File: src/rtl/vga_pkg.sv
// -----------------------------------------------------------------------------
// vga_pkg
// Shared definitions for the VGA timing generator: default 640x480@60 Hz
// timing constants, the derived line/frame totals, the 4-bit-per-channel
// colour struct and a small range helper used for sync decoding.
// -----------------------------------------------------------------------------
package vga_pkg;

    localparam int COORD_W = 16;

    localparam int DEF_H_VISIBLE = 640;
    localparam int DEF_H_FRONT   = 16;
    localparam int DEF_H_SYNC    = 96;
    localparam int DEF_H_BACK    = 48;
    localparam int DEF_V_VISIBLE = 480;
    localparam int DEF_V_FRONT   = 10;
    localparam int DEF_V_SYNC    = 2;
    localparam int DEF_V_BACK    = 33;
    localparam int DEF_CLK_DIV   = 2;

    localparam int DEF_H_TOTAL = DEF_H_VISIBLE + DEF_H_FRONT + DEF_H_SYNC + DEF_H_BACK;
    localparam int DEF_V_TOTAL = DEF_V_VISIBLE + DEF_V_FRONT + DEF_V_SYNC + DEF_V_BACK;

    typedef struct packed {
        logic [3:0] r;
        logic [3:0] g;
        logic [3:0] b;
    } rgb4_t;

    // Half-open interval test: lo <= x < hi
    function automatic logic in_range(input logic [COORD_W-1:0] x,
                                      input logic [COORD_W-1:0] lo,
                                      input logic [COORD_W-1:0] hi);
        return (x >= lo) && (x < hi);
    endfunction

endpackage

File: src/rtl/vga_pixel_divider.sv
// -----------------------------------------------------------------------------
// vga_pixel_divider
// Divides the system clock down to the pixel rate. The counter wraps over
// 0..CLK_DIV-1 and `advance` is high on the last clock of each pixel period.
// It resets to CLK_DIV-1 so the very first edge after reset is an advance edge.
//
// Ports:
//   clk      in   system clock
//   reset_n  in   asynchronous active-low reset
//   advance  out  high in the clock whose rising edge moves to the next pixel
// -----------------------------------------------------------------------------
module vga_pixel_divider #(
    parameter int CLK_DIV = 2
) (
    input  logic clk,
    input  logic reset_n,
    output logic advance
);

    // With CLK_DIV=1 the counter degenerates to a constant 0 and every edge advances.
    localparam int               DIV_W   = (CLK_DIV > 1) ? $clog2(CLK_DIV) : 1;
    localparam logic [DIV_W-1:0] DIV_MAX = DIV_W'(CLK_DIV - 1);

    logic [DIV_W-1:0] div;

    assign advance = (div == DIV_MAX);

    always_ff @(posedge clk or negedge reset_n) begin
        if (!reset_n) begin
            div <= DIV_MAX;
        end else if (advance) begin
            div <= '0;
        end else begin
            div <= div + 1'b1;
        end
    end

endmodule

File: src/rtl/vga_timing_generator.sv
// -----------------------------------------------------------------------------
// vga_timing_generator
// VGA raster timing plus the final colour/sync output register. The position
// registers (col/row/video_on) describe the pixel the drawer should be
// colouring now; one pixel period later that colour is captured, blanked and
// driven out together with the syncs decoded from the same position.
//
// Optional feature: define VGA_FRAME_COUNTER_EN to build the 16-bit frame
// counter; otherwise frame_count is tied to 0.
//
// Ports:
//   clk, reset_n                 clock, asynchronous active-low reset
//   red_in/green_in/blue_in      drawer colour for the current row/col
//   col, row                     visible coordinates (0 during blanking)
//   video_on                     current pixel is visible
//   pixel_tick                   first clock of each pixel period
//   frame_start                  first clock of pixel (0,0)
//   frame_count                  frames since reset (optional)
//   vga_hs, vga_vs               active-low syncs, aligned with colour
//   vga_r/g/b                    blanked, registered colour
// -----------------------------------------------------------------------------
module vga_timing_generator
    import vga_pkg::*;
#(
    parameter int H_VISIBLE = DEF_H_VISIBLE,
    parameter int H_FRONT   = DEF_H_FRONT,
    parameter int H_SYNC    = DEF_H_SYNC,
    parameter int H_BACK    = DEF_H_BACK,
    parameter int V_VISIBLE = DEF_V_VISIBLE,
    parameter int V_FRONT   = DEF_V_FRONT,
    parameter int V_SYNC    = DEF_V_SYNC,
    parameter int V_BACK    = DEF_V_BACK,
    parameter int CLK_DIV   = DEF_CLK_DIV
) (
    input  logic               clk,
    input  logic               reset_n,
    input  logic [3:0]         red_in,
    input  logic [3:0]         green_in,
    input  logic [3:0]         blue_in,
    output logic [COORD_W-1:0] col,
    output logic [COORD_W-1:0] row,
    output logic               video_on,
    output logic               pixel_tick,
    output logic               frame_start,
    output logic [15:0]        frame_count,
    output logic               vga_hs,
    output logic               vga_vs,
    output logic [3:0]         vga_r,
    output logic [3:0]         vga_g,
    output logic [3:0]         vga_b
);

    localparam logic [COORD_W-1:0] H_LAST   = COORD_W'(H_VISIBLE + H_FRONT + H_SYNC + H_BACK - 1);
    localparam logic [COORD_W-1:0] V_LAST   = COORD_W'(V_VISIBLE + V_FRONT + V_SYNC + V_BACK - 1);
    localparam logic [COORD_W-1:0] H_VIS    = COORD_W'(H_VISIBLE);
    localparam logic [COORD_W-1:0] V_VIS    = COORD_W'(V_VISIBLE);
    localparam logic [COORD_W-1:0] HS_START = COORD_W'(H_VISIBLE + H_FRONT);
    localparam logic [COORD_W-1:0] HS_END   = COORD_W'(H_VISIBLE + H_FRONT + H_SYNC);
    localparam logic [COORD_W-1:0] VS_START = COORD_W'(V_VISIBLE + V_FRONT);
    localparam logic [COORD_W-1:0] VS_END   = COORD_W'(V_VISIBLE + V_FRONT + V_SYNC);

    logic               advance;
    logic [COORD_W-1:0] h;
    logic [COORD_W-1:0] v;
    logic [COORD_W-1:0] h_nxt;
    logic [COORD_W-1:0] v_nxt;
    logic               vis_nxt;
    logic               at_origin;
    rgb4_t              pix_in;
    rgb4_t              pix_out;

    vga_pixel_divider #(
        .CLK_DIV (CLK_DIV)
    ) u_div (
        .clk     (clk),
        .reset_n (reset_n),
        .advance (advance)
    );

    assign pix_in = '{r: red_in, g: green_in, b: blue_in};

    always_comb begin
        h_nxt = (h == H_LAST) ? '0 : h + 1'b1;
        v_nxt = v;
        if (h == H_LAST) begin
            v_nxt = (v == V_LAST) ? '0 : v + 1'b1;
        end
        vis_nxt   = (h_nxt < H_VIS) && (v_nxt < V_VIS);
        at_origin = (h_nxt == '0) && (v_nxt == '0);
    end

    // Position registers take the incoming pixel; the output stage takes the
    // outgoing one (old h/v/video_on), which is what gives the one-pixel lag
    // between row/col and the connector.
    always_ff @(posedge clk or negedge reset_n) begin
        if (!reset_n) begin
            h           <= H_LAST;
            v           <= V_LAST;
            col         <= '0;
            row         <= '0;
            video_on    <= 1'b0;
            pixel_tick  <= 1'b0;
            frame_start <= 1'b0;
            pix_out     <= '0;
            vga_hs      <= 1'b1;
            vga_vs      <= 1'b1;
        end else begin
            pixel_tick  <= advance;
            frame_start <= advance && at_origin;
            if (advance) begin
                h        <= h_nxt;
                v        <= v_nxt;
                video_on <= vis_nxt;
                col      <= vis_nxt ? h_nxt : '0;
                row      <= vis_nxt ? v_nxt : '0;
                pix_out  <= video_on ? pix_in : '0;
                vga_hs   <= !in_range(h, HS_START, HS_END);
                vga_vs   <= !in_range(v, VS_START, VS_END);
            end
        end
    end

    assign vga_r = pix_out.r;
    assign vga_g = pix_out.g;
    assign vga_b = pix_out.b;

`ifdef VGA_FRAME_COUNTER_EN
    logic [15:0] frame_cnt;

    always_ff @(posedge clk or negedge reset_n) begin
        if (!reset_n) begin
            frame_cnt <= '0;
        end else if (frame_start) begin
            frame_cnt <= frame_cnt + 1'b1;
        end
    end

    assign frame_count = frame_cnt;
`else
    assign frame_count = '0;
`endif

endmodule

File: config.mk
export PLATFORM = sky130hd
export DESIGN_NAME = vga_timing_generator
export DESIGN_NICKNAME = d
export VERILOG_FILES = /design/src/rtl/vga_pkg.sv /design/src/rtl/vga_pixel_divider.sv /design/src/rtl/vga_timing_generator.sv
export SDC_FILE = /design/constraint.sdc
export NUM_CORES = 1
export LEC_CHECK = 0
export ABC_AREA = 1
export CAP_MARGIN = 10
export CORE_ASPECT_RATIO = 2
export CORE_UTILIZATION = 40
export DETAILED_ROUTE_END_ITERATION = 10
export PLACE_DENSITY_LB_ADDON = 0.3
export REMOVE_ABC_BUFFERS = 1
export SYNTH_ARGS = -nofsm -noshare
export SYNTH_HDL_FRONTEND = slang
export SYNTH_SLANG_ARGS = --single-unit
File: constraint.sdc
create_clock -name clk -period 5.17 [get_ports clk]
set_input_delay 0.517 -clock clk [delete_from_list [all_inputs] [get_ports clk]]
set_output_delay 0.517 -clock clk [all_outputs]
set_load 0.03 [all_outputs]
After elaboration in Yosys (flattened, before gate mapping)
Index checks and enable logic that the tools add are counted.
{"block": "totals", "wordCells": 40, "in_bits": 14, "regBits": 82, "out_inout_bits": 65}
{"block": "op_classes", "add_sub_neg": 3, "mux": 7, "eq_ne": 2, "n_reduce_logical": 9, "n_lt_le_gt_ge": 6}
{"op": "$mux 16", "count": 5}
{"op": "$add 16x1->16 const B", "count": 2}
{"op": "$eq 16x10->1 const B", "count": 2}
{"op": "$logic_not 16->1", "count": 2}
{"op": "$lt 16x10->1 const B", "count": 2}
{"op": "$lt 16x9->1 const B", "count": 2}
{"op": "$ge 16x10->1 const B", "count": 1}
{"op": "$ge 16x9->1 const B", "count": 1}
{"op": "$mux 12", "count": 1}
{"op": "$logic_and 1x1->1", "count": 5}
{"op": "$logic_not 1->1", "count": 2}
{"op": "$add 1x1->1 const B", "count": 1}
{"op": "$mux 1", "count": 1}

Logic depth before layout (Yosys ltp)
Gate-level depths: netlist of run 1.
{"block": "logic_depth", "depth_word": 6, "mapped_depth": 15}

Modules after synthesis
From an unflattened synthesis of run 1, not the netlist that was laid out.
{"block": "unflattened", "hier_cells": 635, "hier_area_um2": 4760.8}
{"mod": "vga_timing_generator", "area_per_inst_um2": 4730.8, "seq_area_each_um2": 2042.0, "cells_each": 633, "n_inst": 1}
{"mod": "vga_pixel_divider", "area_per_inst_um2": 30.0, "seq_area_each_um2": 26.3, "cells_each": 2, "n_inst": 1}

Worst setup path after synthesis of run 1
No wires, ideal clock.
{"block": "synth_path", "path_type": "register -> register", "startpoint": "register h[0]", "endpoint": "register col[0]", "t_arrival_ns": 1.904, "setup_time_ns": 0.118, "slack_ns": 3.148, "required_ns": 5.052, "period_less_slack_ns": 2.022, "stages_incl_launch_ff": 15, "path_buffers": 2, "cell_sequence": "dfstp_2 -> ha_1 -> nand3_2 -> clkinv_2 -> nand3_1 -> nor2_4 -> buf_6 -> nand3_1 -> nand2_1 -> nor2_1 -> nand2_1 -> nor2_4 -> buf_6 -> nand4_1 -> nand2_1"}
{"block": "synth_via", "elab_chain_cells": 5, "elab_cells_between_ends": 8, "classes_between": "add/sub: 1; order compare: 2; eq/ne: 1; mux: 3; reduce/logical: 1"}
{"element": "from (decl)", "line": "vga_timing_generator.sv:63", "rtl": "logic [COORD_W-1:0] h;"}
{"element": "from (signal assigned)", "line": "vga_timing_generator.sv:111", "rtl": "h <= h_nxt;"}
{"element": "$add 16x1->16 / $eq 16x10->1 (equally long branches)", "line": "vga_timing_generator.sv:83, vga_timing_generator.sv:85"}
{"element": "$mux 16, on equally long branches", "line": "vga_timing_generator.sv:83, vga_timing_generator.sv:85"}
{"element": "$lt 16x10->1 / $lt 16x9->1 (equally long branches)", "line": "vga_timing_generator.sv:88", "rtl": "vis_nxt = (h_nxt < H_VIS) && (v_nxt < V_VIS);"}
{"element": "$logic_and 1x1->1", "line": "vga_timing_generator.sv:88"}
{"element": "$mux 16 *", "line": "vga_timing_generator.sv:114", "rtl": "col <= vis_nxt ? h_nxt : '0;"}
{"element": "to (signal assigned)", "line": "vga_timing_generator.sv:114"}
{"element": "to (decl)", "line": "vga_timing_generator.sv:40", "rtl": "output logic [COORD_W-1:0] col,"}
Mark *: on every way between the ends. The rest lies on a longest branch, timed or not.
A chain may end at the register's enable or synchronous reset.

Worst setup path after layout of run 1
{"block": "layout_path", "startpoint": "register h[0]", "endpoint": "register col[4]"}
Same word-level chain as after synthesis.

==> impl_metrics.csv, run 1 <==
group,metric,value,unit
timing,slew_headroom,28.6,%
synth,syn_inst,636,
route,dr_total_vias,4283,
die,die_w,78.6,um
route,first_iter_violations,293,
synth,yosysSeqAreaShare,44.0,%
synth,synth_xor_area_share,1.30,%
final_layout,fin_area,5580,um2
run,cap_viol_max_count,0,
timing,final_max_slew_viol_count,0,
timing,fin_ws,2.53,ns
route,routed-wl-met3,484,um
timing,finalCritPeriodShare,51.1,%
synth,synthAdderAreaFrac,1.60,%
final_layout,areaGrowthSynthToFinish,18.8,%
synth,yosysUniqueCellTypes,34,
setup_path,crit_path_max_fanout,20,
clocking,post-cts-setup-buffers,0,
global_routing,grt_pass1_vias,4234,
placement,io_buffers,62,
global_routing,grt_pass1_wl,20.3,mm
synth,yosysTopAreaCell,"dfrtp_1",
clocking,path_clk_slew,0.06,ns
route,vias_per_cell,5.16,
die,die_area,12200,um2
setup_path,worstSetupPathType,"reg2reg",
worst_hold_path,worstHoldPathType,"in2async",
setup_path,crit_arrival,2.86,ns
die,fp.coreArea,11400,um2
synth,ys_seq_elements,82,
timing,fmax,0.378,GHz
synth,synth_simple_gate_area_share,35.6,%
synth,synthTopCellsByArea,"dfrtp_1 37%, nand2_1 15%, dfstp_2 7.3%",
clocking,cts_max_path_buffers,2,
die,rows,55,
global_routing,grt_util_all_layers,21.5,%
route,top_layer_used,"met4",
power_and_ir_drop,ir_worst_vdd,234,uV
final_layout,fin_nets,703,
synth,synth_top_family_by_area,"simple AND/OR/NAND/NOR gates",
placement,gp_congestion,0.915,
clocking,h-tree-depth,3,
synth,yosysWarnings,0,
global_routing,antenna_found_initial,0,
clocking,numCtsBuffers,9,
synth,syn_area_per_cell,7.39,um2
route,drc,0,
clocking,ctsResizeCount,0,
route,wl_met1,4.64,mm
final_layout,antenna_cells,0,
route,ant_nets,0,
global_routing,overflow,0,
clocking,ctsHoldBuffers,0,
placement,pre_cts_slack,2.56,ns
placement,dp_hpwl,8.66,mm
timing,worst_slew_pin_slew,1.07,ns
synth,netlist.area_leader.share,36.8,%
synth,muxShareOfSynthArea,0,%
final_layout,drive_above_1_share,7.56,%
synth,netlist_area,4700,um2
die,die_y,155,um
timing,rsz0062_at_grt,"false",
timing,timing.final.hold_violations,0,
clocking,cts_sinks,82,
setup_path,cp_data_required_time,5.39,ns
synth,synth_compound_gate_area_share,6.31,%
die,ios,79,
route,wl_met2,6.47,mm
clocking,root_buffer,"clkbuf_16",
power_and_ir_drop,p_leak,2.63,nW
setup_path,critPathLaunchType,"flop",
placement,place_area,5280,um2
outcome,outcome,"finished clean",
route,avgRoutedWirePerCell,14.7,um
global_routing,grt_max_degree,83,
route,wl,12.2,mm
timing,tns,0,ns
power_and_ir_drop,cellPowerDensity,244,nW/um2
clocking,clock_latency,0.34,ns
timing,setup_violations,0,
final_layout,layout_commonest_cell,"nand2_1",
timing,fin_crit,2.64,ns
timing,clock_skew,0.00843,ns
clocking,cts_tree,"yes",
die,start_util,41.4,%
route,drt_pass1_iterations,5,
final_layout,layout_common_cells,"192 x nand2_1, 88 x nor2_1, 69 x dfrtp_1",
setup_path,end_kind,"flop",
## sequential cells by signal, summed over array words and instances (netlist names)
signal / cells
frame_start: 1
vga_vs: 1
h: 16
vga_r: 4
pixel_tick: 1
video_on: 1
vga_g: 4
row: 16
col: 16
v: 16
vga_b: 4
u_div.advance: 1
vga_hs: 1
## routing by layer
| metal | global-route usage, % | up-vias |
|---|---|---|
| met1 | 24.2 | 2021 |
| met2 | 37.3 | 131 |
| li1 | - | 2088 |
| met3 | 3.11 | 43 |
| met4 | 13.3 | 0 |
| met5 | 0 | - |
## per-stage QoR
step	total power [W]	cells	utilization, %	hold WS [ns]
detailed placement	0.000723	814	46.5	0.465
finish	0.00136	830	49.1	0.345
CTS	0.00138	830	49.1	0.401
global placement	0.000722	814	46.5	0.463
global route	0.00141	830	49.1	0.459
floorplan	0.000690	608	-	0.221
## worst max-delay path: stages (launching register included)
cell	delay, ns
dfstp_2	0.55
ha_1	0.21
nand3_2	0.17
clkinv_2	0.11
nand3_1	0.11
nor2_4	0.39
nand2_1	0.10
nand2_1	0.09
nand2_1	0.06
clkinv_1	0.05
nand3_2	0.36
nand4_1	0.24
nand2_1	0.08
## area by class of cell
cell class | instances | area, um2
inverter | 63 | 238
tap | 142 | 178
clock inverter | 6 | 67.6
timing repair buffer | 64 | 633
multi-input combinational | 463 | 2170
fill | 1143 | 5770
sequential | 82 | 2070
clock buffer | 10 | 229
## kinds of logic (layout without fill, tap and decap cells)
logic type	count (synthesis)	count (layout)
AND/OR/NAND/NOR	385	385
buffers and inverters	106	143
other	1	16
adder cells (fa/ha/maj)	6	6
flip-flops	82	82
AO/OA/AOI/OAI	49	49
XOR/XNOR	7	7
## synth_stat cells
cell / number
nand3_1: 50
xnor2_1: 1
a21oi_2: 1
ha_1: 6
o21ai_0: 24
inv_2: 2
buf_1: 2
nor3_1: 1
nor3b_1: 2
buf_6: 7
buf_2: 6
a31oi_1: 2
nor2_4: 4
nand2_2: 3
o2111ai_1: 1
dfrtp_1: 69
clkinv_2: 1
clkinv_1: 2
o21ai_1: 2
nand4_1: 35
nor4_1: 1
conb_1: 1
a21oi_1: 3
o21bai_1: 15
inv_1: 58
nor2_1: 88
buf_4: 16
xor2_1: 6
a41oi_1: 1
nand2_1: 192
nor2_2: 7
dfstp_2: 13
clkbuf_1: 12
nand3_2: 2
## report_power, final
| part | internal [W] | total [W] | leakage [nW] | switching (W) |
|---|---|---|---|---|
| logic | 0.0000183 | 0.0000607 | 1.43 | 0.0000424 |
| registers | 0.000647 | 0.000649 | 1.06 | 0.00000253 |
| clock network | 0.000376 | 0.000649 | 0.139 | 0.000273 |
## final timing paths
kind,from,end,slack [ns],depth (start not counted)
max,h[0]$_DFFE_PN1P_,col[4]$_DFFE_PN0P_,2.53,12
min,reset_n,col[12]$_DFFE_PN0P_,0.34,1
max reg2reg,h[0]$_DFFE_PN1P_,col[4]$_DFFE_PN0P_,2.53,12
min reg2reg,col[9]$_DFFE_PN0P_,col[9]$_DFFE_PN0P_,0.48,2
max in group asynchronous,reset_n,v[10]$_DFFE_PN0P_,4.17,1
min in group clk,col[9]$_DFFE_PN0P_,col[9]$_DFFE_PN0P_,0.48,2
(Power assumes the default switching activity.)
==> inputs of run 2 (changes only) <==
==> constraint.sdc (replaced) <==
create_clock -name clk -period 2.2 [get_ports clk]
set_input_delay 0.22 -clock clk [delete_from_list [all_inputs] [get_ports clk]]
set_output_delay 0.22 -clock clk [all_outputs]
set_load 0.03 [all_outputs]
==> impl_metrics.csv, run 2 (synthesized netlist as in run 1, its figures left out) <==
group,metric,value,unit
outcome,outcome,"complete, but fails checks",
outcome,violations,"setup timing",
final_layout,layout_common_cells,"187 x nand2_1, 78 x nor2_1, 68 x dfrtp_1",
final_layout,fin_area,6240,um2
setup_path,critPathLaunchType,"flop",
placement,place_area,5660,um2
route,ant_nets,0,
clocking,path_clk_slew,0.07,ns
timing,tns,-1.02,ns
timing,setup_violations,21,
timing,fmax,0.438,GHz
power_and_ir_drop,p_leak,2.95,nW
clocking,cts_max_path_buffers,2,
run,cap_viol_max_count,0,
route,avgRoutedWirePerCell,15.9,um
final_layout,fin_nets,758,
clocking,numCtsBuffers,9,
die,die_y,155,um
placement,io_buffers,62,
global_routing,grt_pass1_vias,4679,
timing,finalCritPeriodShare,104,%
setup_path,r2r_end,"row[2]$_DFFE_PN0P_",
timing,hold_slack,0.354,ns
route,wl,14.1,mm
setup_path,r2r-start,"h[1]$_DFFE_PN1P_",
global_routing,grt_max_degree,55,
timing,rsz0062_at_grt,"true",
placement,gp_congestion,0.935,
final_layout,drive_above_1_share,17.8,%
die,fp.coreArea,11400,um2
route,first_iter_violations,258,
route,drc,0,
route,dr_total_vias,4617,
setup_path,crit_arrival,2.57,ns
setup_path,cp_data_required_time,2.48,ns
global_routing,antenna_found_initial,0,
timing,final_max_slew_viol_count,0,
route,vias_per_cell,5.22,
setup_path,worstSetupPathType,"reg2reg",
timing,clock_skew,0.00804,ns
setup_path,rr_worst_depth,14,
timing,fin_crit,2.29,ns
worst_hold_path,worstHoldPathType,"in2async",
route,drt_pass1_iterations,5,
power_and_ir_drop,ir_worst_vdd,449,uV
final_layout,areaGrowthSynthToFinish,32.9,%
die,start_util,41.4,%
placement,dp_hpwl,9.93,mm
clocking,cts_tree,"yes",
die,ios,79,
die,rows,55,
clocking,clock_latency,0.35,ns
clocking,root_buffer,"clkbuf_16",
final_layout,fillers,1084,
power_and_ir_drop,cellPowerDensity,523,nW/um2
die,die_w,78.6,um
setup_path,crit_path_max_fanout,5,
clocking,cts_sinks,82,
setup_path,reg2reg_slack,-0.09,ns
global_routing,overflow,0,
timing,worst_slew_pin_slew,0.858,ns
timing,timing.final.hold_violations,0,
final_layout,antenna_cells,0,
global_routing,grt_util_all_layers,23.5,%
timing,fin_ws,-0.0855,ns
global_routing,grt_pass1_wl,22.1,mm
final_layout,layout_commonest_cell,"nand2_1",
setup_path,end_kind,"flop",
timing,slew_headroom,42.7,%
die,die_area,12200,um2
clocking,h-tree-depth,3,
## run 2: changes by cell type in the layout (fill, tap and decap cells not counted), moves of 3 or more
cell / previous run / this run
buf_4: 3 / 46
xor2_1: 6 / 3
nand2_2: 3 / 8
xor2_2: 0 / 3
nand3_1: 50 / 46
nor2_1: 88 / 78
buf_6: 0 / 3
buf_12: 0 / 4
nand2_1: 192 / 187
nor2_4: 4 / 9
nor2_2: 7 / 13
## run 2: stage by stage
stage	utilization, %	power, W	cells	setup WS, ns
floorplan	-	0.00162	608	-0.244
global placement	49.8	0.00170	857	-0.147
detailed placement	49.8	0.00170	857	-0.174
CTS	53.4	0.00329	879	0.00479
global route	55.0	0.00335	885	-0.163
finish	55.0	0.00327	885	-0.0855
## run 2: where the power goes
part	internal [W]	switching, W
registers	0.00152	0.00000600
logic	0.0000481	0.000102
clock network	0.000923	0.000670
total	0.00249	0.000778
## run 2: how the worst max path moves through the flow
stage,start,endpoint,slack (ns),cells past startpoint
2_1_floorplan,u_div.advance$_DFF_PN1_,col[0]$_DFFE_PN0P_,-0.24,4
3_3_place_gp,h[0]$_DFFE_PN1P_,frame_start$_DFF_PN0_,-0.15,12
3_5_place_dp,h[0]$_DFFE_PN1P_,frame_start$_DFF_PN0_,-0.17,12
4_1_cts,h[0]$_DFFE_PN1P_,row[5]$_DFFE_PN0P_,0.005,13
5_1_grt,h[1]$_DFFE_PN1P_,row[2]$_DFFE_PN0P_,-0.16,14
6_report,h[1]$_DFFE_PN1P_,row[2]$_DFFE_PN0P_,-0.09,14
## run 2: area by class of cell
| cell class | count | area, um2 | share of cell area (%) |
|---|---|---|---|
| Inverter | 63 | 239 | 3.83 |
| Clock inverter | 6 | 72.6 | 1.16 |
| Clock buffer | 10 | 239 | 3.83 |
| Timing Repair Buffer | 117 | 1130 | 18.1 |
| Tap cell | 142 | 178 | 2.85 |
| Multi-Input combinational cell | 465 | 2320 | 37.1 |
| Sequential cell | 82 | 2070 | 33.1 |
## run 2: routing by layer
metal	routed length (um)	global-route usage [%]	up-vias
met1	5020	24.4	2215
met3	518	3.70	53
li1	-	-	2200
met4	749	14.2	0
met5	0	0	-
met2	7790	43.1	149
## run 2: timing repair
action,in CTS,in global routing
gates resized for setup,14,24
hold buffers,1,0
pin swaps,2,33
buffers inserted,4,2
endpoints found under the hold margin,22,0
gates cloned,1,4
setup endpoints to repair,22,22
## run 2: critical path: stages (launching register included)
cell and delay (ns):
dfstp_2 0.56, buf_4 0.12, nand2_2 0.07, nor2_4 0.20, nand2_4 0.10, nor2_4 0.12
nand3_1 0.08, nand2_1 0.08, nand2_1 0.08, inv_2 0.06, nand2_2 0.07, nor2_4 0.28
clkbuf_16 0.22, nand4_1 0.09, nand2_1 0.07
==> inputs of run 3 (changes only) <==
--- a/config.mk
+++ b/config.mk
@@ -11,7 +11,6 @@
 export CORE_UTILIZATION = 40
 export DETAILED_ROUTE_END_ITERATION = 10
 export PLACE_DENSITY_LB_ADDON = 0.3
-export REMOVE_ABC_BUFFERS = 1
 export SYNTH_ARGS = -nofsm -noshare
 export SYNTH_HDL_FRONTEND = slang
 export SYNTH_SLANG_ARGS = --single-unit
==> impl_metrics.csv, run 3 (synthesized netlist as in run 1, its figures left out) <==
group,metric,value,unit
timing,slew_headroom,55.9,%
timing,timing.final.hold_violations,0,
final_layout,layout_common_cells,"183 x nand2_1, 78 x nor2_1, 69 x dfrtp_1",
final_layout,areaGrowthSynthToFinish,33.3,%
die,start_util,41.4,%
outcome,violations,"setup timing",
power_and_ir_drop,clockPowerShare,46.2,%
power_and_ir_drop,switching_share,24.9,%
route,dr_total_vias,4662,
clocking,cts_tree,"yes",
timing,fin_crit,2.28,ns
clocking,h-tree-depth,3,
timing,worst_slew_pin_slew,0.661,ns
outcome,outcome,"complete, but fails checks",
route,wl,14.3,mm
setup_path,cp_data_required_time,2.48,ns
global_routing,grt_util_all_layers,23.6,%
setup_path,cp_slowest_stage_delay,0.56,ns
die,rows,55,
timing,fmax,0.439,GHz
clocking,cts_sinks,82,
route,drc,0,
final_layout,layout_commonest_cell,"nand2_1",
route,vias_per_cell,5.27,
setup_path,cpMaxStageDelayCell,"dfstp_2",
timing,setup_violations,20,
power_and_ir_drop,p_sw,0.000776,W
timing,rsz0062_at_grt,"true",
final_layout,fin_nets,759,
global_routing,grt_pass1_wl,22.0,mm
die,die_area,12200,um2
timing,finalCritPeriodShare,104,%
worst_hold_path,worstHoldPathType,"in2async",
final_layout,multi_input_area,2360,um2
route,drt_pass1_iterations,5,
placement,gp_congestion,0.902,
clocking,clock_latency,0.34,ns
power_and_ir_drop,ir_worst_vdd,578,uV
final_layout,layout.cells.non_filler,885,
final_layout,fillers,1057,
die,ios,79,
final_layout,antenna_cells,0,
route,avgRoutedWirePerCell,16.1,um
final_layout,fin_area,6260,um2
global_routing,antenna_found_initial,0,
power_and_ir_drop,pwr-share-comb,4.8,%
clocking,root_buffer,"clkbuf_16",
route,first_iter_violations,289,
power_and_ir_drop,p_leak,2.95,nW
setup_path,worstPathCellList,"buf_4, nand3_1, nor2_1, nand2_1, nand3_1, nand2_1, nand2_1, nand2_2, nor2_4, clkbuf_16, nand4_1, nand2_1",
setup_path,cpMostUsedCell,"nand2_1",
placement,io_buffers,62,
power_and_ir_drop,sequentialPowerShare,49.0,%
power_and_ir_drop,internal-power,0.00234,W
die,fp.coreArea,11400,um2
placement,place_area,5660,um2
global_routing,grt_pass1_vias,4526,
final_layout,drive_above_1_share,18.6,%
setup_path,worstSetupPathType,"reg2reg",
clocking,path_clk_slew,0.07,ns
die,die_y,155,um
final_layout,seqCellArea,2070,um2
global_routing,grt_max_degree,66,
setup_path,crit_path_max_fanout,5,
clocking,numCtsBuffers,9,
placement,dp.cells,857,
run,cap_viol_max_count,0,
placement,dp_hpwl,9.79,mm
setup_path,critPathLaunchType,"flop",
clocking,cts_max_path_buffers,2,
timing,clock_skew,0.00923,ns
setup_path,crit_arrival,2.56,ns
global_routing,overflow,0,
die,die_w,78.6,um
power_and_ir_drop,cellPowerDensity,497,nW/um2
timing,fin_ws,-0.0783,ns
timing,final_max_slew_viol_count,0,
setup_path,end_kind,"flop",
route,ant_nets,0,
## run 3: cell count changes in the layout (fill, tap and decap cells not counted), sizes merged
cell and change:
buf +1, bufinv -1, clkbuf -1, clkinv +2
clkinvlp +1, inv -2
## run 3: worst paths after layout
path	slack, ns	from	cells after the start	endpoint
worst min-delay path	0.41	reset_n	2	v[4]$_DFFE_PN0P_
max in group asynchronous	1.10	reset_n	3	h[8]$_DFFE_PN1P_
worst min register to register	0.48	col[1]$_DFFE_PN0P_	2	col[1]$_DFFE_PN0P_
min in group clk	0.43	blue_in[0]	3	vga_b[0]$_DFFE_PN0P_
worst max-delay path	-0.08	h[4]$_DFFE_PN1P_	12	row[5]$_DFFE_PN0P_
worst max register to register	-0.08	h[4]$_DFFE_PN1P_	12	row[5]$_DFFE_PN0P_
## run 3: power groups by stage
stage	registers (W)	clock network (W)	logic, W
2_1_floorplan	0.00158	0	0.0000667
3_3_place_gp	0.00155	0	0.000150
3_5_place_dp	0.00155	0	0.000152
4_1_cts	0.00153	0.00145	0.000153
5_1_grt	0.00153	0.00149	0.000166
6_report	0.00153	0.00144	0.000150
## run 3: per-stage QoR
stage          total power (W)  hold WS, ns  setup slack (ns)  util [%]  setup TNS (ns)
2_1_floorplan          0.00164      -0.0756             0.178         -               0
3_3_place_gp           0.00170        0.246           -0.0126      49.8         -0.0126
3_5_place_dp           0.00170        0.248           -0.0516      49.8          -0.845
4_1_cts                0.00313        0.425          0.000393      52.5               0
5_1_grt                0.00319        0.472            -0.204      55.1           -3.85
6_report               0.00311        0.412           -0.0783      55.1           -1.02
## run 3: timing repair
| item | in CTS | in global routing |
|---|---|---|
| hold buffers | 1 | 0 |
| endpoints found under the setup margin | 20 | 23 |
| resized for setup | 4 | 45 |
| pin swaps | 1 | 42 |
| endpoints found under the hold margin | 35 | 0 |
| gates cloned | 1 | 4 |
| buffers inserted | 0 | 7 |
## run 3: per-layer routing
| metal | part of all wire (%) | up-vias | GRT usage (%) | wire, um |
|---|---|---|---|---|
| li1 | - | 2200 | - | - |
| met5 | 0 | - | 0 | 0 |
| met1 | 36 | 2218 | 24.4 | 5080 |
| met2 | 54 | 168 | 42.3 | 7660 |
| met3 | 3.4 | 76 | 3.34 | 483 |
| met4 | 7.3 | 0 | 16.8 | 1050 |
## run 3: area by class of cell
cell class,count,share of cell area (%)
clock buffers,9,3.60
clock inverters,6,0.799
inverters,63,3.82
multi-input cells,465,37.7
flip-flops and latches,82,33.0
well taps,142,2.84
repair buffers,118,18.2
## run 3: worst max-delay path: cells and delay by family (launching register included)
family | cells | cell delay (ns)
flip-flops | 1 | 0.56
buffers and inverters | 2 | 0.33
AND/OR/NAND/NOR | 10 | 1.32
